File: config.mk
export PLATFORM = sky130hd
export DESIGN_NAME = alu_muldiv_seq_flat
export DESIGN_NICKNAME = d
export VERILOG_FILES = /design/src/rtl/alu_pkg.sv /design/src/rtl/alu_muldiv_seq_if.sv /design/src/rtl/alu_muldiv_seq.sv /design/src/flat_wrapper.sv
export SDC_FILE = /design/constraint.sdc
export NUM_CORES = 1
export LEC_CHECK = 0
export CORE_AREA = 2 2 131 133
export CTS_CLUSTER_DIAMETER = 60
export DETAILED_ROUTE_END_ITERATION = 6
export DIE_AREA = 0 0 133 135
export GPL_TIMING_DRIVEN = 0
export PLACE_DENSITY_LB_ADDON = 0.25
export SLEW_MARGIN = 5
export SYNTH_ARGS = -nofsm -noshare
export SYNTH_HDL_FRONTEND = slang
export SYNTH_SLANG_ARGS = --single-unit
export TNS_END_PERCENT = 1
File: constraint.sdc
create_clock -name i_clk -period 7.7 [get_ports i_clk]
set_input_delay 1.54 -clock i_clk [delete_from_list [all_inputs] [get_ports i_clk]]
set_output_delay 1.54 -clock i_clk [all_outputs]
set_load 0.01 [all_outputs]
File: src/rtl/alu_pkg.sv
// -----------------------------------------------------------------------------
// alu_pkg
// Definitions shared by the ALU top and its multi-cycle issue sequencer:
//   - op_mode_e   : i_op_mode encodings understood by the ALU
//   - seq_state_e : state encoding of the mul/div sequencer
//   - DIV_ZERO_QUOTIENT and div_zero_result(): the value a divide by zero
//     returns without ever launching the divider.
// -----------------------------------------------------------------------------
package alu_pkg;

  typedef enum logic [2:0] {
    MODE_LOGIC       = 3'd0,
    MODE_SHIFT       = 3'd1,
    MODE_INT_ADD_SUB = 3'd2,
    MODE_INT_MUL     = 3'd3,
    MODE_INT_DIV     = 3'd4
  } op_mode_e;

  typedef enum logic [2:0] {
    SEQ_IDLE     = 3'd0,
    SEQ_MUL_WAIT = 3'd1,
    SEQ_DIV_WAIT = 3'd2,
    SEQ_DONE     = 3'd3,
    SEQ_DRAIN    = 3'd4
  } seq_state_e;

  localparam logic [31:0] DIV_ZERO_QUOTIENT = 32'hFFFF_FFFF;

  // x / 0 yields all-ones as quotient and the dividend itself as remainder.
  function automatic logic [31:0] div_zero_result(input logic        want_rem,
                                                  input logic [31:0] dividend);
    return want_rem ? dividend : DIV_ZERO_QUOTIENT;
  endfunction

endpackage

File: src/rtl/alu_muldiv_seq_if.sv
// -----------------------------------------------------------------------------
// alu_muldiv_seq_if
// Bundles every non-clock signal of the mul/div issue sequencer:
//   execute side : i_req_valid, i_op_mode, i_func_op, i_a, i_b, i_flush,
//                  o_stall, o_result_valid, o_result, o_error
//   int_mul side : o_mul_valid, o_mul_a, o_mul_b, i_mul_valid, i_mul_result
//   int_div side : o_div_valid, o_div_a, o_div_b, i_div_valid,
//                  i_div_quotient, i_div_remainder
// The i_/o_ prefixes are from the sequencer's point of view.
//   slave  : the sequencer itself
//   master : its environment (execute stage plus the two units)
// -----------------------------------------------------------------------------
interface alu_muldiv_seq_if;

  logic        i_req_valid;
  logic [2:0]  i_op_mode;
  logic [1:0]  i_func_op;
  logic [31:0] i_a;
  logic [31:0] i_b;
  logic        i_flush;

  logic        o_stall;
  logic        o_result_valid;
  logic [31:0] o_result;
  logic        o_error;

  logic        o_mul_valid;
  logic [31:0] o_mul_a;
  logic [31:0] o_mul_b;
  logic        i_mul_valid;
  logic [31:0] i_mul_result;

  logic        o_div_valid;
  logic [31:0] o_div_a;
  logic [31:0] o_div_b;
  logic        i_div_valid;
  logic [31:0] i_div_quotient;
  logic [31:0] i_div_remainder;

  modport slave (
    input  i_req_valid, i_op_mode, i_func_op, i_a, i_b, i_flush,
    output o_stall, o_result_valid, o_result, o_error,
    output o_mul_valid, o_mul_a, o_mul_b,
    input  i_mul_valid, i_mul_result,
    output o_div_valid, o_div_a, o_div_b,
    input  i_div_valid, i_div_quotient, i_div_remainder
  );

  modport master (
    output i_req_valid, i_op_mode, i_func_op, i_a, i_b, i_flush,
    input  o_stall, o_result_valid, o_result, o_error,
    input  o_mul_valid, o_mul_a, o_mul_b,
    output i_mul_valid, i_mul_result,
    input  o_div_valid, o_div_a, o_div_b,
    output i_div_valid, i_div_quotient, i_div_remainder
  );

endinterface

File: src/rtl/alu_muldiv_seq.sv
// -----------------------------------------------------------------------------
// alu_muldiv_seq
// Issue-side sequencer for the ALU's multi-cycle units (int_mul, int_div).
// Accepts one mul/div request from execute, stalls the pipeline while it is in
// flight, launches the selected unit with a one-cycle valid pulse, waits for
// the unit's valid response and returns a single-cycle result strobe.
// Also handles divide-by-zero without a launch, flush (with drain of the
// pending response) and a response watchdog.
//
// Ports:
//   i_clk  : clock
//   i_rst  : asynchronous active-high reset
//   bus    : alu_muldiv_seq_if.slave (execute, int_mul and int_div signals)
//
// Parameters:
//   TIMEOUT_CYCLES : cycles to wait for a unit response before completing with
//                    o_error=1 (must be at least 2)
//   OP_INT_MUL     : i_op_mode code for multiply
//   OP_INT_DIV     : i_op_mode code for divide
// -----------------------------------------------------------------------------
module alu_muldiv_seq
  import alu_pkg::*;
#(
  parameter int         TIMEOUT_CYCLES = 64,
  parameter logic [2:0] OP_INT_MUL     = MODE_INT_MUL,
  parameter logic [2:0] OP_INT_DIV     = MODE_INT_DIV
) (
  input logic              i_clk,
  input logic              i_rst,
  alu_muldiv_seq_if.slave  bus
);

  localparam int               CNT_W    = $clog2(TIMEOUT_CYCLES);
  localparam logic [CNT_W-1:0] CNT_LAST = CNT_W'(TIMEOUT_CYCLES - 1);

  seq_state_e       state_q, state_d;
  logic [CNT_W-1:0] cnt_q, cnt_d;
  logic [31:0]      opa_q, opa_d;
  logic [31:0]      opb_q, opb_d;
  logic             func_q, func_d;
  logic             pend_div_q, pend_div_d;
  logic [31:0]      result_q, result_d;
  logic             error_q, error_d;
  logic             result_valid_q, result_valid_d;
  logic             mul_valid_q, mul_valid_d;
  logic             div_valid_q, div_valid_d;

  logic        is_mul;
  logic        is_div;
  logic        md_req;
  logic        unit_done;
  logic [31:0] unit_data;
  logic        timed_out;
  logic        func_hi_unused;

  assign is_mul = (bus.i_op_mode == OP_INT_MUL);
  assign is_div = (bus.i_op_mode == OP_INT_DIV);
  assign md_req = bus.i_req_valid & (is_mul | is_div);

  // Only bit0 of func_op selects anything (quotient vs remainder).
  assign func_hi_unused = bus.i_func_op[1];

  // pend_div_q remembers which unit owes a response, so the WAIT and DRAIN
  // states listen only to that unit and ignore the other one.
  assign unit_done = pend_div_q ? bus.i_div_valid : bus.i_mul_valid;
  assign unit_data = pend_div_q ? (func_q ? bus.i_div_remainder : bus.i_div_quotient)
                                : bus.i_mul_result;
  assign timed_out = (cnt_q == CNT_LAST);

  // The result strobe releases the stall in the same cycle, so execute can
  // retire the op as it sees the result.
  assign bus.o_stall = md_req & ~result_valid_q & ~bus.i_flush;

  always_comb begin
    // NOTE: every _d gets a default before the case statement; a path that
    // leaves a signal unassigned in always_comb would infer a latch.
    state_d        = state_q;
    cnt_d          = cnt_q;
    opa_d          = opa_q;
    opb_d          = opb_q;
    func_d         = func_q;
    pend_div_d     = pend_div_q;
    result_d       = result_q;
    error_d        = error_q;
    result_valid_d = 1'b0;
    mul_valid_d    = 1'b0;
    div_valid_d    = 1'b0;

    unique case (state_q)
      SEQ_IDLE: begin
        if (md_req && !bus.i_flush) begin
          func_d = bus.i_func_op[0];
          if (is_div && (bus.i_b == '0)) begin
            // Divide by zero completes next cycle without touching int_div.
            state_d        = SEQ_DONE;
            result_valid_d = 1'b1;
            result_d       = div_zero_result(bus.i_func_op[0], bus.i_a);
            error_d        = 1'b0;
          end else begin
            opa_d       = bus.i_a;
            opb_d       = bus.i_b;
            pend_div_d  = is_div;
            mul_valid_d = ~is_div;
            div_valid_d = is_div;
            state_d     = is_div ? SEQ_DIV_WAIT : SEQ_MUL_WAIT;
          end
        end
      end

      SEQ_MUL_WAIT, SEQ_DIV_WAIT: begin
        if (unit_done || timed_out) begin
          cnt_d = '0;
          if (bus.i_flush) begin
            // Response (or timeout) coincides with the flush: nothing is left
            // to drain, so discard and go straight back to idle.
            state_d = SEQ_IDLE;
          end else begin
            state_d        = SEQ_DONE;
            result_valid_d = 1'b1;
            result_d       = unit_done ? unit_data : '0;
            error_d        = ~unit_done;
          end
        end else begin
          cnt_d = cnt_q + CNT_W'(1);
          if (bus.i_flush) begin
            state_d = SEQ_DRAIN;
          end
        end
      end

      SEQ_DONE: begin
        state_d = SEQ_IDLE;
      end

      SEQ_DRAIN: begin
        // Swallow the aborted op's response so it cannot be mistaken for the
        // answer to the next request; the watchdog keeps running here too.
        if (unit_done || timed_out) begin
          cnt_d   = '0;
          state_d = SEQ_IDLE;
        end else begin
          cnt_d = cnt_q + CNT_W'(1);
        end
      end

      default: begin
        state_d = SEQ_IDLE;
      end
    endcase
  end

  // NOTE: state flops use non-blocking assignment so every flop samples the
  // pre-edge value of the others, independent of statement order.
  always_ff @(posedge i_clk or posedge i_rst) begin
    if (i_rst) begin
      state_q        <= SEQ_IDLE;
      cnt_q          <= '0;
      opa_q          <= '0;
      opb_q          <= '0;
      func_q         <= 1'b0;
      pend_div_q     <= 1'b0;
      result_q       <= '0;
      error_q        <= 1'b0;
      result_valid_q <= 1'b0;
      mul_valid_q    <= 1'b0;
      div_valid_q    <= 1'b0;
    end else begin
      state_q        <= state_d;
      cnt_q          <= cnt_d;
      opa_q          <= opa_d;
      opb_q          <= opb_d;
      func_q         <= func_d;
      pend_div_q     <= pend_div_d;
      result_q       <= result_d;
      error_q        <= error_d;
      result_valid_q <= result_valid_d;
      mul_valid_q    <= mul_valid_d;
      div_valid_q    <= div_valid_d;
    end
  end

  assign bus.o_result_valid = result_valid_q;
  assign bus.o_result       = result_q;
  assign bus.o_error        = error_q;

  // One operand register pair feeds both units; only one is ever launched.
  assign bus.o_mul_valid = mul_valid_q;
  assign bus.o_mul_a     = opa_q;
  assign bus.o_mul_b     = opb_q;
  assign bus.o_div_valid = div_valid_q;
  assign bus.o_div_a     = opa_q;
  assign bus.o_div_b     = opb_q;

endmodule

File: src/flat_wrapper.sv
// flat-port wrapper written by rule: the top's interface ports become plain ports
module alu_muldiv_seq_flat import alu_pkg::*;
#(
  parameter int         TIMEOUT_CYCLES = 64,
  parameter logic [2:0] OP_INT_MUL     = MODE_INT_MUL,
  parameter logic [2:0] OP_INT_DIV     = MODE_INT_DIV
)
  (i_clk, i_rst, bus_i_req_valid, bus_i_op_mode, bus_i_func_op, bus_i_a, bus_i_b, bus_i_flush, bus_o_stall, bus_o_result_valid, bus_o_result, bus_o_error, bus_o_mul_valid, bus_o_mul_a, bus_o_mul_b, bus_i_mul_valid, bus_i_mul_result, bus_o_div_valid, bus_o_div_a, bus_o_div_b, bus_i_div_valid, bus_i_div_quotient, bus_i_div_remainder);
  alu_muldiv_seq_if bus_i ();
  input logic i_clk;
  input logic i_rst;
  input wire logic [$bits(bus_i.i_req_valid)-1:0] bus_i_req_valid;
  input wire logic [$bits(bus_i.i_op_mode)-1:0] bus_i_op_mode;
  input wire logic [$bits(bus_i.i_func_op)-1:0] bus_i_func_op;
  input wire logic [$bits(bus_i.i_a)-1:0] bus_i_a;
  input wire logic [$bits(bus_i.i_b)-1:0] bus_i_b;
  input wire logic [$bits(bus_i.i_flush)-1:0] bus_i_flush;
  output wire logic [$bits(bus_i.o_stall)-1:0] bus_o_stall;
  output wire logic [$bits(bus_i.o_result_valid)-1:0] bus_o_result_valid;
  output wire logic [$bits(bus_i.o_result)-1:0] bus_o_result;
  output wire logic [$bits(bus_i.o_error)-1:0] bus_o_error;
  output wire logic [$bits(bus_i.o_mul_valid)-1:0] bus_o_mul_valid;
  output wire logic [$bits(bus_i.o_mul_a)-1:0] bus_o_mul_a;
  output wire logic [$bits(bus_i.o_mul_b)-1:0] bus_o_mul_b;
  input wire logic [$bits(bus_i.i_mul_valid)-1:0] bus_i_mul_valid;
  input wire logic [$bits(bus_i.i_mul_result)-1:0] bus_i_mul_result;
  output wire logic [$bits(bus_i.o_div_valid)-1:0] bus_o_div_valid;
  output wire logic [$bits(bus_i.o_div_a)-1:0] bus_o_div_a;
  output wire logic [$bits(bus_i.o_div_b)-1:0] bus_o_div_b;
  input wire logic [$bits(bus_i.i_div_valid)-1:0] bus_i_div_valid;
  input wire logic [$bits(bus_i.i_div_quotient)-1:0] bus_i_div_quotient;
  input wire logic [$bits(bus_i.i_div_remainder)-1:0] bus_i_div_remainder;
  assign bus_i.i_req_valid = bus_i_req_valid;
  assign bus_i.i_op_mode = bus_i_op_mode;
  assign bus_i.i_func_op = bus_i_func_op;
  assign bus_i.i_a = bus_i_a;
  assign bus_i.i_b = bus_i_b;
  assign bus_i.i_flush = bus_i_flush;
  assign bus_o_stall = bus_i.o_stall;
  assign bus_o_result_valid = bus_i.o_result_valid;
  assign bus_o_result = bus_i.o_result;
  assign bus_o_error = bus_i.o_error;
  assign bus_o_mul_valid = bus_i.o_mul_valid;
  assign bus_o_mul_a = bus_i.o_mul_a;
  assign bus_o_mul_b = bus_i.o_mul_b;
  assign bus_i.i_mul_valid = bus_i_mul_valid;
  assign bus_i.i_mul_result = bus_i_mul_result;
  assign bus_o_div_valid = bus_i.o_div_valid;
  assign bus_o_div_a = bus_i.o_div_a;
  assign bus_o_div_b = bus_i.o_div_b;
  assign bus_i.i_div_valid = bus_i_div_valid;
  assign bus_i.i_div_quotient = bus_i_div_quotient;
  assign bus_i.i_div_remainder = bus_i_div_remainder;
  alu_muldiv_seq #(.TIMEOUT_CYCLES(TIMEOUT_CYCLES), .OP_INT_MUL(OP_INT_MUL), .OP_INT_DIV(OP_INT_DIV)) u_core (.i_clk(i_clk), .i_rst(i_rst), .bus(bus_i));
endmodule
==> metrics.cfg <==
[hold_path]
hp-start=u_core.cnt_q[4]
hold_depth=1
hold_path.class=flip-flop to flip-flop
min_to=u_core.cnt_q[4]

[route]
first_iter_violations=183
drc=0
totalWireLength_um=19600
viasPerCell=4.75
avgRoutedWirePerCell_um=17.4
dr_wl_met2_um=10200
top_layer_used=met4
dr.pass1.iters=4
antenna_left=0
wl_met1_um=8170
vias=5339
wl_met3_um=1050

[yosys]
yosys.cell_types.count=41
seq_area_frac_synth_pct=45.1
syn_inst=554
synthAdderAreaFrac_pct=0.203
ys.flop_type=dfrtp_1
synth_edf_count=0
synth_nets=726
async_flop_share_pct=100
synth_top_family_by_area=multiplexers
ys_warn_count=0
synthSimpleGateAreaFrac_pct=9.60
synth_area_um2=6160
synth_seq_cells=111
synth_compound_area_share_pct=9.22
synth-xor-area-share_pct=0.142
avgSynthCellArea_um2=11.1
synth.mux.area_fraction_pct=24.9

[power_and_ir_drop]
vdd_drop_max_mv=0.235
p_leak_nw=4.38
power_density_nw_per_um2=380

[final_layout]
final_cell_count_no_fill=1125
syn_to_final_growth_pct=64.8
nets=1072
drive_gt1_share_pct=21.8
diodes=0
utilization_pct=61.9

[global_routing]
grt_pass1_vias=5474
grt_pass1_wl_um=30100
grt_max_degree=76
antenna_found_initial=0
grt_use_total_pct=21.7
grt.overflow.total=0

[clock_tree]
cts_setup_buffers=0
cts_root_buf=clkbuf_16
path_clk_slew_ns=0.07
post_cts_resized=0
cts_buffer_depth=2
cts_tree=yes
hold_buffers=0
clock_latency_ns=0.36
cts-buffers-inserted=9
h-tree-depth=3
clock-sinks=111

[timing]
period_share_pct=62.6
period_needed_ns=4.82
final.setup.tns_ns=0
setup_viol=0
fmax_mhz=207
relSlewSlack_pct=52.5
tightestPinTransition_ns=0.709
hold_viol_final=0
clock_skew_ns=0.0100
rsz0062_at_grt=false
slew_viol_final=0

[setup_path]
reg2regPathDepth=7
worst_path_max_delay_cell=clkdlybuf4s50_1
cp.arrival_ns=3.28
path_cells=clkdlybuf4s50_1, nor3b_2, o21ai_0, nor2_1, clkdlybuf4s50_1
worstPathBufferInverterCount=2
critPathCaptureType=output port
worst-r2r-setup-slack_ns=5.32
critPathKind=input pin to output port
r2r-end=u_core.bus.o_result[5]
worst-path-max-fanout=6
cp-start-kind=input pin
cpMostUsedCell=clkdlybuf4s50_1
slowest_delay_ns=0.57
required_ns=6.16
rr_startpoint=u_core.state_q[1]
path_delay_family=buffers and inverters

[placement]
dpl.hpwl_um=15400
place_congestion=0.787
place_inst=1109
port_buffers=334

[floorplan]
die_area_um2=18000
initial_utilization_pct=37.6
boundaryPins=336
rows=47
fp.dieW_um=133
fp.dieH_um=135
core-area_um2=16400

[run]
drv_cap=0

[run_status]
status=finished, final reports clean

[metrics by stage]
step           cell area (µm²)  total power, mW  hold slack (ns)  worst slack, ns
6_report                 10200             3.86            0.505             2.88
3_3_place_gp              9780             3.32            0.467             1.45
5_1_grt                  10200             4.09            0.522             2.68
4_1_cts                  10200             3.90            0.507             2.88
3_5_place_dp              9810             3.35            0.492             2.88
2_1_floorplan             6160             2.16            0.445             3.23
[placed cells by master (no fill, tap or decap), types with 2 or more instances in the layout]
cell,count
a21o_1,2
a21oi_1,3
a31oi_1,3
and4_1,2
buf_2,12
buf_4,64
buf_6,4
bufinv_16,3
clkbuf_1,20
clkbuf_16,9
clkdlybuf4s50_1,334
dfrtp_1,111
inv_1,3
mux2_2,68
mux2_4,30
mux2i_1,32
nand2_1,39
nand2b_1,4
nand3_1,3
nand3b_1,2
nor2_1,11
nor2b_1,34
nor3_1,2
nor4_1,8
o21ai_0,43
o22ai_1,32
o31a_1,2
o31ai_1,4
or2_2,2
or3_1,2
[worst max path at each step]
stage / from / endpoint / slack (ns) / cells past startpoint
6_report: bus_i_op_mode[0] / bus_o_stall / 2.88 / 5
3_5_place_dp: bus_i_op_mode[2] / bus_o_stall / 2.88 / 5
2_1_floorplan: i_rst / u_core.bus.o_div_a[0] / 3.23 / 1
3_3_place_gp: i_rst / u_core.bus.o_div_a[20] / 1.45 / 2
4_1_cts: bus_i_op_mode[0] / bus_o_stall / 2.88 / 5
5_1_grt: bus_i_op_mode[0] / bus_o_stall / 2.68 / 5
[layer usage]
| metal | GRT usage [%] | vias to the layer above |
|---|---|---|
| met2 | 38.5 | 157 |
| li1 | - | 2588 |
| met5 | 0 | - |
| met3 | 5.14 | 12 |
| met1 | 26.6 | 2582 |
| met4 | 5.32 | 0 |
[synthesized netlist by cell type (8+ instances only)]
master | n | area (µm²)
nor2b_1 | 34 | 213
o21ai_0 | 43 | 215
nor4_1 | 8 | 50.1
buf_4 | 64 | 480
mux2_4 | 30 | 450
buf_2 | 12 | 60.1
mux2_2 | 68 | 766
clkbuf_1 | 17 | 63.8
nand2_1 | 39 | 146
dfrtp_1 | 111 | 2780
mux2i_1 | 32 | 320
o22ai_1 | 32 | 200
nor2_1 | 11 | 41.3
[final cells by class]
class / count / area [µm²]
plain buffers: 98 / 653
clock inverters: 3 / 90.1
flip-flops and latches: 111 / 2780
clock buffers: 13 / 250
multi-input cells: 341 / 2720
fillers: 1386 / 6250
repair buffers: 335 / 3370
inverters: 4 / 20.0
well taps: 220 / 275
[power by group]
part	internal, mW	switching, mW
registers	0.857	0.215
clock network	0.328	0.212
logic	1.39	0.862
total	2.58	1.29
[sequential cells by signal, summed over array words and instances, names as in the netlist]
signal	flops
u_core.bus.o_error	1
u_core.bus.o_mul_valid	1
u_core.bus.o_result_valid	1
u_core.bus.o_result	32
u_core.bus.o_div_a	32
u_core.state_q	3
u_core.bus.o_div_b	32
u_core.func_q	1
u_core.pend_div_q	1
u_core.bus.o_div_valid	1
u_core.cnt_q	6
[cell families after synthesis]
family,Yosys count
compound gates,96
xor+xnor,1
fa+ha+maj,1
buf+inv,102
flops,111
mux,130
simple gates,113
[worst register-to-register path, stage by stage (launching register included)]
cell      delay, ns
dfrtp_1        0.36
buf_2          0.16
nand2b_1       0.19
a21oi_1        0.55
nand2_1        0.28
clkbuf_1       0.32
o22ai_1        0.29
mux2_4         0.18
Power figures use the tool's default switching activity.
